`config.mk`:
```
export PLATFORM = sky130hd
export DESIGN_NAME = adc_scan_sequencer
export DESIGN_NICKNAME = d
export VERILOG_FILES = /design/src/rtl/adc_scan_sequencer.sv
export SDC_FILE = /design/constraint.sdc
export NUM_CORES = 1
export LEC_CHECK = 0
export CAP_MARGIN = 20
export CELL_PAD_IN_SITES_DETAIL_PLACEMENT = 2
export CELL_PAD_IN_SITES_GLOBAL_PLACEMENT = 2
export CORE_UTILIZATION = 35
export DETAILED_ROUTE_END_ITERATION = 10
export PLACE_DENSITY_LB_ADDON = 0.1
export SLEW_MARGIN = 10
export SYNTH_ARGS = -nofsm -noshare
export SYNTH_HDL_FRONTEND = slang
export SYNTH_SLANG_ARGS = --single-unit
```
`constraint.sdc`:
```
create_clock -name clk -period 4.5 [get_ports clk]
set_clock_uncertainty 0.1 [all_clocks]
set_input_delay 0.45 -clock clk [delete_from_list [all_inputs] [get_ports clk]]
set_output_delay 0.45 -clock clk [all_outputs]
set_load 0.005 [all_outputs]
```
`src/rtl/adc_scan_sequencer.sv`:
```
// Walks the enabled ADC channels once per scan period, running the capture
// engine's address/enable/ack handshake and storing each result per channel.
module adc_scan_sequencer #(
  parameter int CLK_HZ         = 25000000,
  parameter int SCAN_HZ        = 100,
  parameter int SETTLE_CYCLES  = 4,
  parameter int TIMEOUT_CYCLES = 200000,
  parameter int DATA_W         = 12
) (
  input  logic              clk,
  input  logic              rst,
  input  logic              en,
  input  logic [7:0]        ch_mask,
  output logic [2:0]        cap_address,
  output logic              cap_en,
  input  logic              cap_ready,
  input  logic [DATA_W-1:0] cap_data,
  output logic              cap_ack,
  input  logic [2:0]        rd_ch,
  output logic [DATA_W-1:0] rd_data,
  output logic [7:0]        ch_valid,
  output logic              scan_done,
  output logic              fault,
  output logic              overrun
);

  localparam int PERIOD   = CLK_HZ / SCAN_HZ;
  localparam int TICK_W   = (PERIOD > 1) ? $clog2(PERIOD) : 1;
  localparam int SETTLE_W = $clog2(SETTLE_CYCLES + 1);
  localparam int TO_W     = $clog2(TIMEOUT_CYCLES + 1);

  localparam logic [TICK_W-1:0]   TICK_LAST   = TICK_W'(PERIOD - 1);
  localparam logic [SETTLE_W-1:0] SETTLE_LOAD = SETTLE_W'(SETTLE_CYCLES - 1);
  localparam logic [TO_W-1:0]     TO_LAST     = TO_W'(TIMEOUT_CYCLES - 1);

  typedef enum logic [2:0] {IDLE, SELECT, SETTLE, CAPTURE, ACK, NEXT} state_t;

  state_t              state, state_nxt;
  logic [TICK_W-1:0]   tick_cnt;
  logic                tick;
  logic [7:0]          scan_mask, scan_mask_nxt, mask_rem;
  logic [2:0]          cur_ch, cur_ch_nxt;
  logic [SETTLE_W-1:0] settle_cnt, settle_nxt;
  logic [TO_W-1:0]     to_cnt, to_nxt;
  logic [2:0]          addr_nxt;
  logic                cap_en_nxt, cap_ack_nxt, done_nxt, fault_nxt, overrun_nxt;
  logic                wr_en;
  logic [DATA_W-1:0]   result [8];

  function automatic logic [2:0] lowest_bit(input logic [7:0] m);
    logic [2:0] idx;
    idx = '0;
    for (int i = 7; i >= 0; i--) begin
      if (m[i]) idx = 3'(i);
    end
    return idx;
  endfunction

  assign tick = en && (tick_cnt == TICK_LAST);

  always_ff @(posedge clk) begin
    if (rst || !en || tick) tick_cnt <= '0;
    else                    tick_cnt <= tick_cnt + TICK_W'(1);
  end

  always_comb begin
    state_nxt     = state;
    scan_mask_nxt = scan_mask;
    cur_ch_nxt    = cur_ch;
    settle_nxt    = settle_cnt;
    to_nxt        = to_cnt;
    addr_nxt      = cap_address;
    cap_en_nxt    = cap_en;
    cap_ack_nxt   = cap_ack;
    done_nxt      = 1'b0;
    fault_nxt     = fault;
    overrun_nxt   = overrun | (tick && (state != IDLE));
    wr_en         = 1'b0;
    mask_rem      = scan_mask & ~(8'b1 << cur_ch);
    if (!en) begin
      state_nxt   = IDLE;
      cap_en_nxt  = 1'b0;
      cap_ack_nxt = 1'b0;
    end else begin
      case (state)
        IDLE: begin
          if (tick && (ch_mask != 8'h00)) begin
            scan_mask_nxt = ch_mask;
            cur_ch_nxt    = lowest_bit(ch_mask);
            state_nxt     = SELECT;
          end
        end
        SELECT: begin
          addr_nxt   = cur_ch;
          settle_nxt = SETTLE_LOAD;
          state_nxt  = SETTLE;
        end
        SETTLE: begin
          if (settle_cnt == '0) begin
            cap_en_nxt = 1'b1;
            to_nxt     = '0;
            state_nxt  = CAPTURE;
          end else begin
            settle_nxt = settle_cnt - SETTLE_W'(1);
          end
        end
        CAPTURE: begin
          if (cap_ready) begin
            wr_en       = 1'b1;
            cap_ack_nxt = 1'b1;
            cap_en_nxt  = 1'b0;
            to_nxt      = '0;
            state_nxt   = ACK;
          end else if (to_cnt == TO_LAST) begin
            fault_nxt  = 1'b1;
            cap_en_nxt = 1'b0;
            state_nxt  = NEXT;
          end else begin
            to_nxt = to_cnt + TO_W'(1);
          end
        end
        ACK: begin
          // Four-phase: ack stays up until the engine withdraws ready
          if (!cap_ready) begin
            cap_ack_nxt = 1'b0;
            state_nxt   = NEXT;
          end else if (to_cnt == TO_LAST) begin
            fault_nxt   = 1'b1;
            cap_ack_nxt = 1'b0;
            state_nxt   = NEXT;
          end else begin
            to_nxt = to_cnt + TO_W'(1);
          end
        end
        NEXT: begin
          scan_mask_nxt = mask_rem;
          if (mask_rem != 8'h00) begin
            cur_ch_nxt = lowest_bit(mask_rem);
            state_nxt  = SELECT;
          end else begin
            done_nxt  = 1'b1;
            state_nxt = IDLE;
          end
        end
        default: state_nxt = IDLE;
      endcase
    end
  end

  always_ff @(posedge clk) begin
    if (rst) begin
      state       <= IDLE;
      scan_mask   <= '0;
      cur_ch      <= '0;
      settle_cnt  <= '0;
      to_cnt      <= '0;
      cap_address <= '0;
      cap_en      <= 1'b0;
      cap_ack     <= 1'b0;
      scan_done   <= 1'b0;
      fault       <= 1'b0;
      overrun     <= 1'b0;
      ch_valid    <= '0;
      rd_data     <= '0;
      for (int i = 0; i < 8; i++) result[i] <= '0;
    end else begin
      state       <= state_nxt;
      scan_mask   <= scan_mask_nxt;
      cur_ch      <= cur_ch_nxt;
      settle_cnt  <= settle_nxt;
      to_cnt      <= to_nxt;
      cap_address <= addr_nxt;
      cap_en      <= cap_en_nxt;
      cap_ack     <= cap_ack_nxt;
      scan_done   <= done_nxt;
      fault       <= fault_nxt;
      overrun     <= overrun_nxt;
      // Read samples the bank before this edge's write lands
      rd_data     <= result[rd_ch];
      if (wr_en) begin
        result[cur_ch]   <= cap_data;
        ch_valid[cur_ch] <= 1'b1;
      end
    end
  end

endmodule

```
==> impl_metrics.yaml <==
finish:
  diodes: 0
  stdcell_area_sq_um: 9520
  multi_input_area_sq_um: 3310
  regArea_sq_um: 4500
  final_cell_count_no_fill: 1072
  nNetsFinal: 805
  area_growth_pct: 18.7
  fillCellCount: 2315
  drive_above_1_share_pct: 11.8
floorplanning:
  die_h_microns: 153
  dieArea_sq_um: 23500
  core_area_sq_um: 22600
  fp-row-count: 55
  initial_core_util_pct: 35.5
  die_width_microns: 153
  io_pins: 55
yosys:
  syn_avg_cell_area_sq_um: 11.3
  synth.cell_area_sq_um: 8020
  netlist_instances: 712
  synthSimpleGateAreaFrac_pct: 20.8
  async_reset_ff_share_pct: 0
  yosysUniqueCellTypes: 55
  synth_ff_type: "edfxtp_1"
  yosysWarnings: 0
  ys_ff_latch: 177
  synth_nets: 743
  synth_edf_count: 96
  synth-xor-area-share_pct: 3.17
  synth-compound-area-share_pct: 7.29
  seq_area_frac_synth_pct: 56.2
  synth_top_family_by_area: "simple AND/OR/NAND/NOR gates"
  synthAdderAreaFrac_pct: 0.624
  synth_mux_area_share_pct: 9.36
critical_path:
  end_kind: "register"
  path_max_fanout: 13
  worstPathArrival_ps: 2990
  reg2regPathDepth: 7
  r2r_slack_ps: 1840
  crit_type: "in -> reg"
  cp_num_buf_inv: 3
  timing.rr.end: "to_cnt[9]"
  max_stage_delay_ps: 690
  startpoint_type: "primary input"
  cp.required_ps: 4700
  cp_top_family: "simple AND/OR/NAND/NOR gates"
  crit_top_cell: "buf_4"
  r2r_start: "state[2]"
  cp_cell_sequence: "clkdlybuf4s50_1, buf_4, nor2b_1, nand4_1, nor2_1, buf_4, and2_1"
  critPathSlowestCell: "nor2_1"
placed_design:
  place_area_sq_um: 8960
  dp_slack_ps: 1290
  post-dp-hpwl_microns: 16200
  place_inst: 1040
  gp_congestion: 0.784
  io_buffers: 54
cts:
  clk_path_buf_depth: 2
  cts_hold_buf: 0
  cts-resized-gates: 0
  cts_tree: "built"
  post-cts-setup-buffer-count: 0
  insertion_delay_ps: 430
  clockRootBuffer: "clkbuf_16"
  h-tree-depth: 4
  cts_inserted_buffers: 17
  clk_pin_slew_ps: 70
  cts_sinks: 177
power:
  power_density_nw_per_um2: 352
  irDropWorstVdd_v: 0.000183
  power.leakage_nw: 3.47
detailed_routing:
  ant_nets: 0
  first_iter_violations: 291
  vias: 5677
  via_per_inst: 5.30
  drt_pass1_iterations: 4
  drc: 0
  routed_wl_microns: 23000
  wl_per_cell_microns: 21.5
run_status:
  status: "completed"
sta:
  timing.final.crit_period_ps: 2790
  rsz0062_at_grt: "no"
  tightest_slew_ps: 937
  setup-violations-final: 0
  relSlewSlack_pct: 37.4
  hold_viol: 0
  setup_tns_ps: 0
  min_period_over_period_pct: 61.9
  max_freq_ghz: 0.359
  fin_ws_ps: 1710
  drv_slew: 0
grt:
  grt_max_degree: 31
  antenna_found_initial: 0
  grt_use_total_pct: 20.7
  first_global_vias: 6274
  overflow: 0
  grt_first_pass_wirelength_microns: 36800
min_path:
  min_from: "ch_valid[7]"
  whs_path_depth: 1
  whs_endpoint: "ch_valid[7]"
  hold_class: "reg -> reg"
run:
  max-cap-violations: 0
==> power breakdown <==
part	switching [mW]	internal [mW]	total, mW
Sequential	0.0141	1.74	1.75
Clock	0.688	0.732	1.42
Combinational	0.0979	0.0845	0.182
Total	0.800	2.55	3.35
==> layout make-up <==
cell class,count,share of cell area (%)
multi-input cells,481,34.8
clock inverters,13,1.14
clock buffers,19,4.65
flip-flops and latches,177,47.3
well taps,285,3.75
repair buffers,80,7.68
inverters,17,0.671
==> state kept, by name, indices dropped and copies added, names as in the netlist <==
name / flops
scan_mask: 8
cap_ack: 1
cur_ch: 3
state: 3
to_cnt: 18
overrun: 1
cap_address: 3
cap_en: 1
tick_cnt: 18
settle_cnt: 3
scan_done: 1
ch_valid: 8
rd_data: 12
result: 96
fault: 1
==> metrics by stage <==
step | total power [mW] | utilization, % | hold slack (ps)
2_1_floorplan | 1.87 | - | 330
3_3_place_gp | 1.96 | 39.7 | 342
3_5_place_dp | 1.97 | 39.7 | 348
4_1_cts | 3.40 | 42.2 | 370
5_1_grt | 3.47 | 42.2 | 396
6_report | 3.35 | 42.2 | 361
==> kinds of logic (layout without fill, tap and decap cells) <==
| group | count (synthesis) | in the layout |
|---|---|---|
| and+or+nand+nor | 312 | 312 |
| xor gates and xnor gates | 29 | 29 |
| DFF | 177 | 177 |
| muxes | 45 | 45 |
| buffers and inverters | 54 | 129 |
| adders and majority gates | 4 | 4 |
| AOI/OAI and AO/OA | 91 | 91 |
==> synth_stat cells, drive strengths merged (6+ instances only) <==
master | n | area [sq um]
mux4 | 24 | 541
xnor2 | 11 | 96.3
clkbuf | 29 | 109
nand2 | 36 | 135
a31oi | 12 | 75.1
nand3 | 11 | 55.1
nand2b | 7 | 43.8
nor2 | 88 | 330
o21ai | 26 | 130
edfxtp | 96 | 2880
nor3 | 14 | 70.1
dfxtp | 81 | 1620
inv | 17 | 63.8
xor2 | 18 | 158
buf | 8 | 33.8
and2 | 99 | 619
or3 | 6 | 37.5
a21o | 10 | 75.1
mux2i | 21 | 210
and3 | 8 | 50.1
nand4 | 12 | 75.1
a21oi | 18 | 90.1
==> worst max-delay path by stage <==
stage,from,to,slack [ps],cells after the start
floorplan,state[0],result[7][0],2010,5
global placement,en,scan_mask[0],1400,8
detailed placement,en,result[5][8],1290,7
CTS,en,scan_mask[0],1740,8
global route,rst,scan_mask[7],1410,7
finish,en,result[5][10],1710,7
==> layer usage <==
layer	global-route usage (%)	share of wire, %
met1	25.3	44
met2	37.7	53
met3	3.18	2.4
met4	6.05	1.1
met5	0	0
==> cells in the final DEF, fill, tap and decap left out, types with 14 or more instances in the layout <==
cell type	count
a21oi_1	18
and2_1	99
buf_4	26
clkbuf_16	17
clkdlybuf4s50_1	53
dfxtp_1	81
edfxtp_1	96
inv_1	17
mux2i_1	21
mux4_2	24
nand2_1	36
nor2_1	88
nor3_1	14
o21ai_0	17
xor2_1	18
(Power assumes the default switching activity.)
